===== src/rtl/tinyodin_obi_slave.sv =====
// OBI slave front end for the tinyODIN core: decodes single-word OBI accesses onto
// the spike/neuron/synapse memories and the control register, with a one-cycle response.
module tinyodin_obi_slave #(
  parameter int N         = 256,
  parameter int SPK_WORDS = 64,
  parameter int SYN_WORDS = 8192
) (
  input  logic        CLK,
  input  logic        RST,
  // OBI slave port
  input  logic        req_i,
  input  logic        we_i,
  input  logic [3:0]  be_i,
  input  logic [31:0] addr_i,
  input  logic [31:0] wdata_i,
  output logic        gnt_o,
  output logic        rvalid_o,
  output logic [31:0] rdata_o,
  // shared memory bus
  output logic [2:0]  mem_cs_o,
  output logic        mem_we_o,
  output logic [12:0] mem_addr_o,
  output logic [31:0] mem_wdata_o,
  input  logic [31:0] spk_rdata_i,
  input  logic [31:0] neur_rdata_i,
  input  logic [31:0] syn_rdata_i,
  // core control
  input  logic        core_busy_i,
  output logic        start_o,
  output logic [7:0]  timesteps_o
);

  localparam int SPK_AW  = $clog2(SPK_WORDS);
  localparam int NEUR_AW = $clog2(N);
  localparam int SYN_AW  = $clog2(SYN_WORDS);

  typedef enum logic [1:0] {
    REG_SPK  = 2'b00,
    REG_NEUR = 2'b01,
    REG_SYN  = 2'b10,
    REG_CTRL = 2'b11
  } region_t;

  region_t     region;
  logic        ctrl_read;
  logic        gnt;
  logic [12:0] word_idx;
  logic [2:0]  mem_cs;

  region_t     region_reg;
  logic        pending_reg;
  logic        write_reg;
  logic [31:0] ctrl_rdata_reg;
  logic [7:0]  timesteps_reg;
  logic        start_reg;

  // Byte enables and the undecoded address bits are deliberately ignored.
  logic unused_bits;
  assign unused_bits = ^{be_i, addr_i};

  always_comb begin
    region    = region_t'(addr_i[21:20]);
    ctrl_read = (region == REG_CTRL) & ~we_i;
    // While busy only control reads pass; reset masks the grant entirely.
    gnt       = req_i & ~RST & ~(core_busy_i & ~ctrl_read);

    word_idx = '0;
    mem_cs   = '0;
    case (region)
      REG_SPK: begin
        word_idx[SPK_AW-1:0] = addr_i[SPK_AW+1:2];
        mem_cs[0]            = gnt;
      end
      REG_NEUR: begin
        word_idx[NEUR_AW-1:0] = addr_i[NEUR_AW+1:2];
        mem_cs[1]             = gnt;
      end
      REG_SYN: begin
        word_idx[SYN_AW-1:0] = addr_i[SYN_AW+1:2];
        mem_cs[2]            = gnt;
      end
      default: begin
        word_idx = '0;
        mem_cs   = '0;
      end
    endcase
  end

  assign gnt_o       = gnt;
  assign mem_cs_o    = mem_cs;
  assign mem_we_o    = gnt & we_i & (region != REG_CTRL);
  assign mem_addr_o  = word_idx;
  assign mem_wdata_o = wdata_i;

  always_ff @(posedge CLK) begin
    if (RST) begin
      pending_reg    <= 1'b0;
      region_reg     <= REG_SPK;
      write_reg      <= 1'b0;
      ctrl_rdata_reg <= '0;
      timesteps_reg  <= '0;
      start_reg      <= 1'b0;
    end else begin
      pending_reg    <= gnt;
      region_reg     <= region;
      write_reg      <= we_i;
      ctrl_rdata_reg <= {timesteps_reg, 13'b0, 1'b0, 9'b0, core_busy_i};
      start_reg      <= gnt & (region == REG_CTRL) & we_i & wdata_i[10];
      if (gnt && (region == REG_CTRL) && we_i) begin
        timesteps_reg <= wdata_i[31:24];
      end
    end
  end

  // A reset in the response cycle drops the pending response immediately.
  assign rvalid_o    = pending_reg & ~RST;
  assign start_o     = start_reg & ~RST;
  assign timesteps_o = timesteps_reg;

  always_comb begin
    rdata_o = '0;
    if (rvalid_o && !write_reg) begin
      case (region_reg)
        REG_SPK:  rdata_o = spk_rdata_i;
        REG_NEUR: rdata_o = neur_rdata_i;
        REG_SYN:  rdata_o = syn_rdata_i;
        default:  rdata_o = ctrl_rdata_reg;
      endcase
    end
  end

endmodule


===== config.mk =====
export PLATFORM = sky130hd
export DESIGN_NAME = tinyodin_obi_slave
export DESIGN_NICKNAME = d
export VERILOG_FILES = /design/src/rtl/tinyodin_obi_slave.sv
export SDC_FILE = /design/constraint.sdc
export NUM_CORES = 1
export LEC_CHECK = 0
export CORE_AREA = 5 5 98 100
export DETAILED_ROUTE_END_ITERATION = 8
export DIE_AREA = 0 0 103 105
export GPL_ROUTABILITY_DRIVEN = 0
export HOLD_SLACK_MARGIN = 0.1
export PLACE_DENSITY = 0.77
export SETUP_SLACK_MARGIN = 0.3
export SYNTH_ARGS = -nofsm -noshare
export SYNTH_HDL_FRONTEND = slang
export SYNTH_SLANG_ARGS = --single-unit

===== constraint.sdc =====
create_clock -name CLK -period 1.5 [get_ports CLK]
set_input_delay 0.15 -clock CLK [delete_from_list [all_inputs] [get_ports CLK]]
set_output_delay 0.15 -clock CLK [all_outputs]
set_load 0.05 [all_outputs]

-- After elaboration in Yosys (flattened, before gate mapping)
Index checks and enable logic that the tools add are counted.
- logic and storage cells: 44
- register bits after elaboration: 45
- bits of input ports: 169
- output and inout bits: 92
- equal/unequal tests: 6
- reductions and logical operators: 8
- bitwise operators: 15
- mux-type cells: 8
- operator list (operator ; count):
    32-bit case mux with 3 select lines ; 1
    32-bit 2-to-1 mux ; 1
    1-bit bitwise AND ; 11
    2-bit equality test (second input constant) ; 3
    6-bit 2-to-1 mux ; 1
    5-bit 2-to-1 mux ; 1
    2-bit by 1-bit equality test with 1-bit output (second input constant) ; 2
    2-bit logical NOT ; 2
    1-bit inverter ; 4
    1-bit logical AND ; 3
    1-bit 2-to-1 mux ; 3
    3-bit OR reduction ; 1
    2-bit 2-to-1 mux ; 1
    2-bit != test (second input constant) ; 1
    2-bit OR reduction ; 1
    1-bit logical NOT ; 1

-- Logic depth before layout (Yosys ltp)
- depth in word-level cells: 9
- depth in mapped cells: 4
- depth with buffers taken out: 4

-- Worst setup path after synthesis
Ideal clock, no wire load.
- kind: register to output
- start point: register pending_reg
- end point: output rdata_o[14]
- cell stages (with the launch flop): 5
- arrival: 2.121 ns
- setup slack: -0.771 ns
- path buffers: 1
- required time: 1.350 ns
- path through: dfxtp_1 > nor2b_4 > nand2b_2 > buf_2 > a211oi_1
- word-level cells in the longest chain between the ends: 3
- ends and longest elaborated chain (element ; line ; source):
    from (decl) ; 51 ; logic pending_reg;
    from (signal assigned) ; 104 ; pending_reg <= gnt;
    1-bit bitwise AND ; 116 ; assign rvalid_o = pending_reg & ~RST;
    named net rvalid_o ; 17 ; output logic rvalid_o,
    1-bit logical AND ; 122 ; if (rvalid_o && !write_reg) begin
    32-bit 2-to-1 mux ; 122 ;
    to (decl) ; 18 ; output logic [31:0] rdata_o,
The timed path passes the listed nets, and every way through them passes these cells.

-- Final worst setup path
- start point: register pending_reg
- end point: output rdata_o[28]
- word-level cells in the longest chain between the ends: 3
- ends and longest elaborated chain (element ; line):
    1-bit bitwise AND ; 116
    1-bit logical AND ; 122
    32-bit 2-to-1 mux ; 122
No other way between the ends.

==> impl_metrics.tcl <==
set metrics [dict create \
    cp_slowest_cell "dfxtp_1" \
    synth.top_cells.by_count "44 x a211oi_1, 39 x nor2b_1, 32 x buf_4, 24 x nand2b_1, 22 x dfxtp_1" \
    async_reset_ff_share_pct 0 \
    syn-cell-area_um2 2120 \
    reg2reg_from "timesteps_o[7]" \
    syn2layout_area_growth_pct 166 \
    yosysUniqueCellTypes 30 \
    cp_slowest_stage_delay_ns 0.31 \
    worst_slew_pin_slew_ns 0.379 \
    cp.arrival_ns 1.52 \
    fp.dieArea_um2 10800 \
    min_path_type "primary input to flop" \
    finalMaxSlewViolations 0 \
    slew_headroom_pct 74.6 \
    reg2reg_depth 2 \
    yosys_warnings 0 \
    setup_viol 32 \
    finalPower_mw 2.55 \
    drive_gt1_share_pct 52.6 \
    regToRegSetupSlack_ns 0.69 \
    power_density_nw_per_um2 452 \
    dp_hpwl_um 7560 \
    leakage_nw 2.07 \
    layout.nets 601 \
    yosys.area.top_type_share_pct 20.8 \
    seqPwrFrac_pct 23.7 \
    grt_start_max_net_pins 36 \
    synth.area.top_cells "dfxtp_1 21%, a211oi_1 16%, nor2b_1 12%" \
    post-route-drc-count 0 \
    cts_buffer_depth 2 \
    violations "setup timing" \
    initial_core_util_pct 24.7 \
    fmax_ghz 0.598 \
    num_vias 2545 \
    n_antenna_cell 0 \
    avgSynthCellArea_um2 8.55 \
    drt_iter0_markers 82 \
    grt_pass1_wl_um 14700 \
    post-route-util_pct 65.6 \
    ctsHoldBuffers 0 \
    clkTransAtPathRegs_ns 0.08 \
    finClkSkew_ns 0.000381 \
    intPower_mw 1.71 \
    first_pass_iters 4 \
    clk_latency_ns 0.26 \
    cts_tree "yes" \
    ys_seq_elements 22 \
    post-route-period-util_pct 112 \
    routed_wl_um 9760 \
    cpMostUsedCell "buf_6" \
    rsz0062_at_grt "yes" \
    fin_setup_tns_ns -4.09 \
    crit_path_cell_trace "nor2b_4 -> buf_6 -> nand3b_1 -> buf_6 -> o22ai_4 -> buf_12" \
    switchingPower_uw 839 \
    endpoint "rdata_o[28]" \
    dpl.cell_count 519 \
    power_frac_comb_pct 54.7 \
    worstSetupEndpointType "output pin" \
    cts_root_buf "clkbuf_8" \
    core_um2 8590 \
    critPathLaunchType "flop" \
    dpl-instance-area_um2 5040 \
    grt_use_total_pct 17.0 \
    setup_ws_ns -0.173 \
    rows 34 \
    die_width_um 103 \
    finalHoldViolations 0 \
    final_cells 534 \
    crit_path_start "pending_reg" \
    r2r_end "timesteps_o[7]" \
    maxCapViolCount 0 \
    final_area_um2 5640 \
    synthFlopType "dfxtp_1" \
    largest_reg_flops 9 \
    syn_nets 422 \
    clock-sinks 22 \
    yosysSeqAreaShare_pct 20.8 \
    min_period_ns 1.67 \
    swShare_pct 32.9 \
    postRouteAntennaNets 0 \
    synth_cells 248 \
    viasPerCell 4.77 \
    dpl_worst_slack_ns -0.216 \
    crit_type "flop to output pin" \
    ctsHtreeMaxLevel 1 \
    die_y_um 105 \
    yosysTopAreaCell "dfxtp_1" \
    critPathMaxFanout 9 \
    hold_ws_ns 0.217 \
    pin_count 261 \
    antenna_found_initial 0 \
    overflow 0 \
    grt_pass1_vias 2805 \
    power_frac_clock_pct 21.5 \
    worstPathRequired_ns 1.35 \
    peakVddDrop_mv 0.510 \
    yosysMostFrequentCell "a211oi_1" \
    wl_per_cell_um 18.3 \
    numCtsBuffers 3 \
    io_buffers 193 \
    synth-edff-count 0 \
    outcome "finished with violations" \
]
[routing by layer]
layer	track usage (%)	wire length, µm	vias up
met5	0	0	-
li1	-	-	1190
met2	31.5	5290	121
met4	3.98	170	0
met1	18.4	3400	1214
met3	5.33	902	20
[critical path, delay by kind of cell, from the launching register on]
kind                   cells  cell delay, ns
AO/OA/AOI/OAI              1            0.20
flip-flops                 1            0.31
AND/OR/NAND/NOR            2            0.27
buffers and inverters      3            0.47
[power by group through the flow]
stage	clock (mW)	sequential, mW	combinational, mW
3_5_place_dp	0	0.619	1.23
3_3_place_gp	0	0.618	1.21
6_report	0.549	0.605	1.40
5_1_grt	0.576	0.607	1.46
4_1_cts	0.553	0.606	1.37
2_1_floorplan	0	0.623	0.744
[worst min-delay path by stage]
stage / from / end / slack (ns) / depth (start not counted)
finish: we_i / write_reg / 0.22 / 2
global route: we_i / write_reg / 0.22 / 2
CTS: we_i / write_reg / 0.29 / 2
detailed placement: wdata_i[16] / mem_wdata_o[16] / 0.30 / 0
global placement: wdata_i[16] / mem_wdata_o[16] / 0.30 / 0
floorplan: RST / ctrl_rdata_reg[28] / 0.23 / 1
[final cells by class]
| type | count | area [µm²] |
|---|---|---|
| inverters | 2 | 7.51 |
| clock inverters | 1 | 30.0 |
| clock buffers | 3 | 41.3 |
| flip-flops and latches | 22 | 448 |
| well taps | 108 | 135 |
| repair buffers | 223 | 2900 |
| fillers | 634 | 2960 |
| multi-input cells | 175 | 2070 |
[cell families after synthesis]
family / count (synthesis) / share of synthesized area (%)
buf+inv: 51 / 17.6
fa+ha+maj: 5 / 2.95
compound gates: 65 / 23.2
flops: 22 / 20.8
mux: 18 / 8.50
simple gates: 87 / 27.0
[cell usage in the layout (no fill, tap or decap), drive strengths merged, types with 2 or more instances in the layout]
cell	Yosys	routed
a211oi	46	46
nor2b	40	40
dfxtp	22	22
ha	5	5
a21oi	2	2
o22ai	9	9
clkbuf	3	4
clkdlybuf4s50	0	118
nor2	3	3
inv	2	2
and2	11	11
a22o	8	8
buf	46	103
mux2i	18	18
nand2	2	2
nand2b	26	26
[repair_timing]
item,4_1_cts,5_1_grt
gates cloned,3,0
buffers inserted,8,0
endpoints found under the setup margin,61,39
resized for setup,87,25
pin swaps,23,18
Note: power is estimated with default switching activity, not from simulation.
